--- src/rtl/regs.sv ---
// RV32I integer register file: x0 hardwired, combinational reads with optional
// same-cycle writeback bypass, and a pending-write scoreboard driving the decode stall.
module regs #(
  parameter bit BYPASS_EN = 1'b1
) (
  input  logic        clk,
  input  logic        rst_n,
  input  logic [4:0]  rs1_addr_i,
  input  logic [4:0]  rs2_addr_i,
  output logic [31:0] rs1_data_o,
  output logic [31:0] rs2_data_o,
  input  logic        issue_en_i,
  input  logic [4:0]  issue_addr_i,
  input  logic        reg_wen_i,
  input  logic [4:0]  wd_addr_i,
  input  logic [31:0] wd_data_i,
  output logic        stall_o
);

  logic [31:0] mem [32];
  logic [31:0] pending;
  logic [31:0] pending_nxt;
  logic        wb_vld;
  logic        iss_vld;
  logic        byp1;
  logic        byp2;

  assign wb_vld  = reg_wen_i && (wd_addr_i != 5'd0);
  assign iss_vld = issue_en_i && (issue_addr_i != 5'd0);
  assign byp1    = BYPASS_EN && reg_wen_i && (wd_addr_i == rs1_addr_i);
  assign byp2    = BYPASS_EN && reg_wen_i && (wd_addr_i == rs2_addr_i);

  always_comb begin
    rs1_data_o = 32'h0;
    if (rs1_addr_i != 5'd0) begin
      rs1_data_o = byp1 ? wd_data_i : mem[rs1_addr_i];
    end
  end

  always_comb begin
    rs2_data_o = 32'h0;
    if (rs2_addr_i != 5'd0) begin
      rs2_data_o = byp2 ? wd_data_i : mem[rs2_addr_i];
    end
  end

  assign stall_o = ((rs1_addr_i != 5'd0) && pending[rs1_addr_i] && !byp1) ||
                   ((rs2_addr_i != 5'd0) && pending[rs2_addr_i] && !byp2);

  // Clear before set: a same-address issue marks a newer write still in flight.
  always_comb begin
    pending_nxt = pending;
    if (wb_vld) begin
      pending_nxt[wd_addr_i] = 1'b0;
    end
    if (iss_vld) begin
      pending_nxt[issue_addr_i] = 1'b1;
    end
  end

  always_ff @(posedge clk or negedge rst_n) begin
    if (!rst_n) begin
      pending <= '0;
    end else begin
      pending <= pending_nxt;
    end
  end

  always_ff @(posedge clk or negedge rst_n) begin
    if (!rst_n) begin
      for (int i = 0; i < 32; i++) begin
        mem[i] <= 32'h0;
      end
    end else if (wb_vld) begin
      mem[wd_addr_i] <= wd_data_i;
    end
  end

endmodule

--- config.mk ---
export PLATFORM = sky130hd
export DESIGN_NAME = regs
export DESIGN_NICKNAME = d
export VERILOG_FILES = /design/src/rtl/regs.sv
export SDC_FILE = /design/constraint.sdc
export NUM_CORES = 2
export LEC_CHECK = 0
export BUFFER_PORTS_ARGS = -buffer_cell sky130_fd_sc_hd__buf_2
export CORE_UTILIZATION = 30
export DETAILED_ROUTE_END_ITERATION = 16
export GPL_TIMING_DRIVEN = 0
export PLACE_DENSITY = 0.51
export SLEW_MARGIN = 0
export SYNTH_ARGS = -nofsm -noshare
export SYNTH_HDL_FRONTEND = slang
export SYNTH_SLANG_ARGS = --single-unit
--- constraint.sdc ---
create_clock -name clk -period 2.26 [get_ports clk]
set_input_delay 0.226 -clock clk [delete_from_list [all_inputs] [get_ports clk]]
set_output_delay 0.226 -clock clk [all_outputs]
set_load 0.1 [all_outputs]
; After elaboration in Yosys (flattened, before gate mapping)
; Index checks and enable logic that the tools add are counted.
[op_classes]
magnitude_cmp = 10
n_eq_ne = 2
n_mux = 23
bitwise_logic = 6
reduce_logical = 18
[op_table]
columns = operator, n
row1 = $bwmux W1024, 1
row2 = $mux W32, 11
row3 = $bmux W32 S5, 2
row4 = $demux W32 S5, 1
row5 = $and A32 B32 Y32, 1
row6 = $not A32 Y32, 1
row7 = $or A32 B32 Y32, 1
row8 = $lt A5 B6 Y1 const B, 4
row9 = $reduce_bool A5 Y1, 4
row10 = $ge A6 B6 Y1 const B, 3
row11 = $not A5 Y6, 3
row12 = $logic_and A1 B1 Y1, 11
row13 = $bmux W1 S5, 2
row14 = $demux W1 S5, 2
row15 = $eq A5 B5 Y1, 2
row16 = $ge A5 B1 Y1 const B, 2
row17 = $lt A6 B1 Y1 const B, 1
row18 = $mux W1, 4
row19 = $logic_not A1 Y1, 2
row20 = $logic_or A1 B1 Y1, 1
[totals]
ff_bits = 1056
in_bits = 56
output_inout_bits = 65
elab_cells = 92

; Longest topological paths before layout
[depth]
depth_word = 9
mapped_depth = 10
depth_no_buf = 6

; Worst setup path before layout
; Ideal clock, no wire load.
[synth_timing]
path_kind = input to output
from = in rs1_addr_i[2]
to = out rs1_data_o[12]
arrival_ns = 3.638
required_ns = 2.034
setup_slack_ns = -1.604
cell_stages = 7
n_path_buf = 4
path_cell_list = buf_2 -> buf_2 -> buf_1 -> clkbuf_1 -> nand3_1 -> and3_1 -> o31ai_1
[synth_between]
elab_chain_len = 6
word_cells_on_any_way = 9
classes_between = 1 x eq/ne / 5 x mux / 1 x bitwise / 2 x reduce/logical
[synth_lines]
columns = element, line_no
row1 = from (decl), 8  ; input logic [4:0] rs1_addr_i,
row2 = $not A5 Y6 (implied by the code), 36  ; rs1_data_o = byp1 ? wd_data_i : mem[rs1_addr_i];
row3 = $bmux W32 S5, 36
row4 = $mux W32 (implied by the code) (2 in series), 36
row5 = $mux W32, 36
row6 = $mux W32 *, 35  ; if (rs1_addr_i != 5'd0) begin
row7 = to (decl), 10  ; output logic [31:0] rs1_data_o,
; Every way passes the cells marked *; elsewhere a longest branch is shown, timed or not. The select of a mux whose other input is x is not followed.

; Worst setup path after layout
[layout_timing]
from = reg mem[332] in the netlist's numbering
to = out rs2_data_o[12]
[layout_between]
elab_chain_len = 5
[layout_lines]
columns = element, line_no
row1 = from (decl), 20  ; logic [31:0] mem [32];
row2 = "from (signal, indexed assignment)", 75  ; mem[wd_addr_i] <= wd_data_i;
row3 = $bmux W32 S5, 43  ; rs2_data_o = byp2 ? wd_data_i : mem[rs2_addr_i];
row4 = $mux W32 (implied by the code) (2 in series), 43
row5 = $mux W32, 43
row6 = $mux W32, 42  ; if (rs2_addr_i != 5'd0) begin
row7 = to (decl), 11  ; output logic [31:0] rs2_data_o,
; No other way between the ends. The select of a mux whose other input is x is not followed.

==> flow_metrics.env <==
export IMPL_status="complete, but fails checks"
export IMPL_failed_checks="DRC, setup timing"
export IMPL_h_tree_depth=3
export IMPL_layout_min_cycle_time_ps=3000
export IMPL_grt_max_degree=159
export IMPL_hold_path_class="input pin to flip-flop"
export IMPL_port_buffers=109
export IMPL_cts_sinks=1056
export IMPL_synth_adder_area_share=0
export IMPL_crit_fanout=2
export IMPL_clk_latency_ps=750
export IMPL_placedCellCount=6543
export IMPL_core_area_um2=188000
export IMPL_dieArea_um2=191000
export IMPL_rsz0062_at_grt="true"
export IMPL_grt_pass1_wl_um=357000
export IMPL_muxShareOfSynthArea=0.409
export IMPL_drtIter0Drc=5096
export IMPL_cts_tree="done"
export IMPL_cp_cell_sequence="mux4_2, mux4_2, nand2b_4, a22o_4, buf_12"
export IMPL_postRouteAntennaNets=0
export IMPL_cts_buffers_inserted=116
export IMPL_synth_simple_area_share=0.0243
export IMPL_wire_per_inst_um=38.4
export IMPL_vias_per_cell=6.08
export IMPL_drcViolationCount=4
export IMPL_synth_fp_nets=3987
export IMPL_fin_cells=6864
export IMPL_slew_viol_final=0
export IMPL_synth_cells=3931
export IMPL_die_w_um=437
export IMPL_p_leak_uw=0.0296
export IMPL_synth_edf_count=0
export IMPL_grt_usage=0.270
export IMPL_setup_viol=134
export IMPL_cp_common_cell="mux4_2"
export IMPL_vdd_drop_max_mv=0.669
export IMPL_cp_startpoint="mem[332]"
export IMPL_synthTopCellsByArea="dfrtp_1 (46%), mux4_2 (18%), mux2_2 (17%), mux2_1 (3.5%), mux2i_1 (3.2%)"
export IMPL_gp_congestion=0.984
export IMPL_ys_ff_latch=1056
export IMPL_yosys_area_top_type_share=0.465
export IMPL_layout_setup_ws_ps=-740
export IMPL_skew_ps=0
export IMPL_cp_start_kind="flip-flop"
export IMPL_synth_top_area_cell="dfrtp_1"
export IMPL_core_rowCount=159
export IMPL_fillers=17800
export IMPL_yosysWarnings=0
export IMPL_ctsRootBufferMaster="clkbuf_16"
export IMPL_cp_slowest_stage_delay_ps=490
export IMPL_start_util=0.302
export IMPL_finalHoldViolations=0
export IMPL_grt_overflow=0
export IMPL_p_per_area_nw_per_um2=882
export IMPL_yosys_area_share_xor_xnor=0.00154
export IMPL_hpwl_um=183000
export IMPL_slew_headroom=0.0471
export IMPL_drt_pass1_iter_count=14
export IMPL_slowest_stage="mux4_2"
export IMPL_synth_seq_area_share=0.465
export IMPL_synth_cell_type_count=65
export IMPL_crit_required_ps=2030
export IMPL_grt_antenna_before_repair=17
export IMPL_tightest_slew_ps=1430
export IMPL_syn_to_final_growth_pct=24.0
export IMPL_grt_pass1_vias=41800
export IMPL_ctsLongestPathBuffers=3
export IMPL_fin_crit_sh=1.33
export IMPL_pin_count=121
export IMPL_synth_ff_type="dfrtp_1"
export IMPL_synth_compound_area_frac=0.0606
export IMPL_vias=41700
export IMPL_cap_violations=0
export IMPL_fin_util=0.375
export IMPL_critPathArrivalTime_ps=2770
export IMPL_path_class="flip-flop to output port"
export IMPL_wl_um=263000
export IMPL_synth_top_family_by_area="multiplexers"
export IMPL_clkTransAtPathRegs_ps=60
export IMPL_holdWs_ps=198
export IMPL_fmax_ghz=0.333
export IMPL_critPathCaptureType="output port"
export IMPL_syn_avg_cell_area_um2=14.5
export IMPL_async_reset_ff_frac=1.00
export IMPL_fin_nets=4320
export IMPL_dieHeight_um=437
export IMPL_rr_startpoint="pending[14]"
export IMPL_hold_start="wd_data_i[31]"
export IMPL_synth_area_um2=56900
export IMPL_final_layout_size_suffix_gt1_frac=0.519
[timing repair]
action / 4_1_cts / 5_1_grt
pin swaps: 74 / 88
gates resized for setup: 802 / 206
hold endpoints to repair: 309 / 0
hold buffers: 48 / 0
endpoints found under the setup margin: 98 / 520
cloned: 0 / 6
setup buffers: 23 / 23
[metrics by stage]
step,total power [uW],TNS (ps),cell area (um2),worst slack (ps)
finish,62200,-40350,70500,-740
floorplan,34800,-1370,57400,-597
detailed placement,39600,-647620,61300,-2660
global route,64000,-34000,70500,-813
CTS,61400,-132420,69300,-786
global placement,39200,-,61100,-23370
[flip-flops by register name (all words and copies together) (netlist names)]
signal,cells
mem,1024
pending,32
[layout by cell type, fill, tap and decap left out, types with 25 or more instances in the layout]
| master | n |
|---|---|
| buf_4 | 79 |
| a22oi_2 | 35 |
| buf_6 | 60 |
| dlygate4sd3_1 | 45 |
| a22oi_1 | 26 |
| a22o_1 | 25 |
| dfrtp_1 | 1055 |
| nor2_1 | 34 |
| buf_12 | 86 |
| a221oi_2 | 26 |
| clkbuf_1 | 163 |
| o21ai_4 | 27 |
| clkbuf_8 | 46 |
| nand2_1 | 71 |
| clkbuf_16 | 129 |
| o22ai_1 | 59 |
| mux2i_4 | 26 |
| o21ai_0 | 43 |
| buf_1 | 42 |
| mux2i_1 | 150 |
| buf_2 | 100 |
| mux2_1 | 175 |
| mux4_2 | 446 |
| buf_8 | 39 |
| mux2_2 | 841 |
| clkbuf_4 | 28 |
[area by class of cell]
| cell class | instances | area, um2 | area share |
|---|---|---|---|
| clock buffer | 178 | 3570 | 0.0506 |
| buffer | 446 | 3360 | 0.0477 |
| multi-input combinational | 2423 | 30800 | 0.437 |
| antenna | 12 | 30.0 | 0.000426 |
| timing repair buffer | 217 | 2760 | 0.0392 |
| clock inverter | 33 | 404 | 0.00573 |
| sequential | 1056 | 26400 | 0.375 |
| inverter | 4 | 18.8 | 0.000266 |
| tap | 2495 | 3120 | 0.0443 |
[synth_stat cells, drive strengths merged (3+ instances only)]
library cell	count
o22a	5
nand2	82
nor2b	24
nand3	40
a2bb2oi	4
inv	4
nor3b	8
and2	5
xnor2	6
nor3	13
or2	7
a221oi	31
a311oi	3
a211oi	37
mux4	446
o22ai	82
a221o	10
buf	249
mux2	1016
or3	4
o21ai	87
nand3b	4
clkbuf	199
o311ai	12
nor2	65
nand4b	3
mux2i	180
nand2b	13
dfrtp	1056
o211ai	22
a22o	50
o31ai	16
nand4	3
a22oi	61
a32oi	6
xor2	4
a32o	5
and3	6
a21oi	42
[final timing paths]
path                                  end  slack [ps]  cells after the start
max                        rs2_data_o[12]        -740                      5
min                               mem[31]         200                      3
max reg2reg                   pending[14]         990                      3
min reg2reg                     mem[1002]         470                      1
max in group asynchronous        mem[806]         300                      7
min in group asynchronous        mem[112]         470                      5
[metal layers]
| metal | up-vias | track usage | wire length, um |
|---|---|---|---|
| li1 | 15900 | - | - |
| met1 | 22700 | 0.347 | 103000 |
| met2 | 2387 | 0.404 | 115000 |
| met3 | 735 | 0.0675 | 24700 |
| met4 | 12 | 0.174 | 20200 |
| met5 | - | 0.00302 | 165 |
[critical path: cells and delay by family (launching register included)]
family	cells	cell delay (ps)
AO/OA/AOI/OAI	1	280
buffers and inverters	1	180
flip-flops	1	400
multiplexers	2	970
AND/OR/NAND/NOR	1	160
[where the power goes]
part           internal [uW]  leakage (uW)  total [uW]  switching (uW)
clock network          11700       0.00197       20200            8500
logic                   8220        0.0141       16800            8560
registers              22500        0.0135       25200            2680
total                  42500        0.0296       62200           19700
[logic make-up (layout without fill, tap and decap cells)]
family | Yosys count | after routing
XOR/XNOR | 10 | 10
other | 0 | 12
AND/OR/NAND/NOR | 282 | 282
multiplexers | 1642 | 1642
flip-flops | 1056 | 1056
AO/OA/AOI/OAI | 489 | 489
buffers and inverters | 452 | 878
Power figures use the tool's default switching activity.
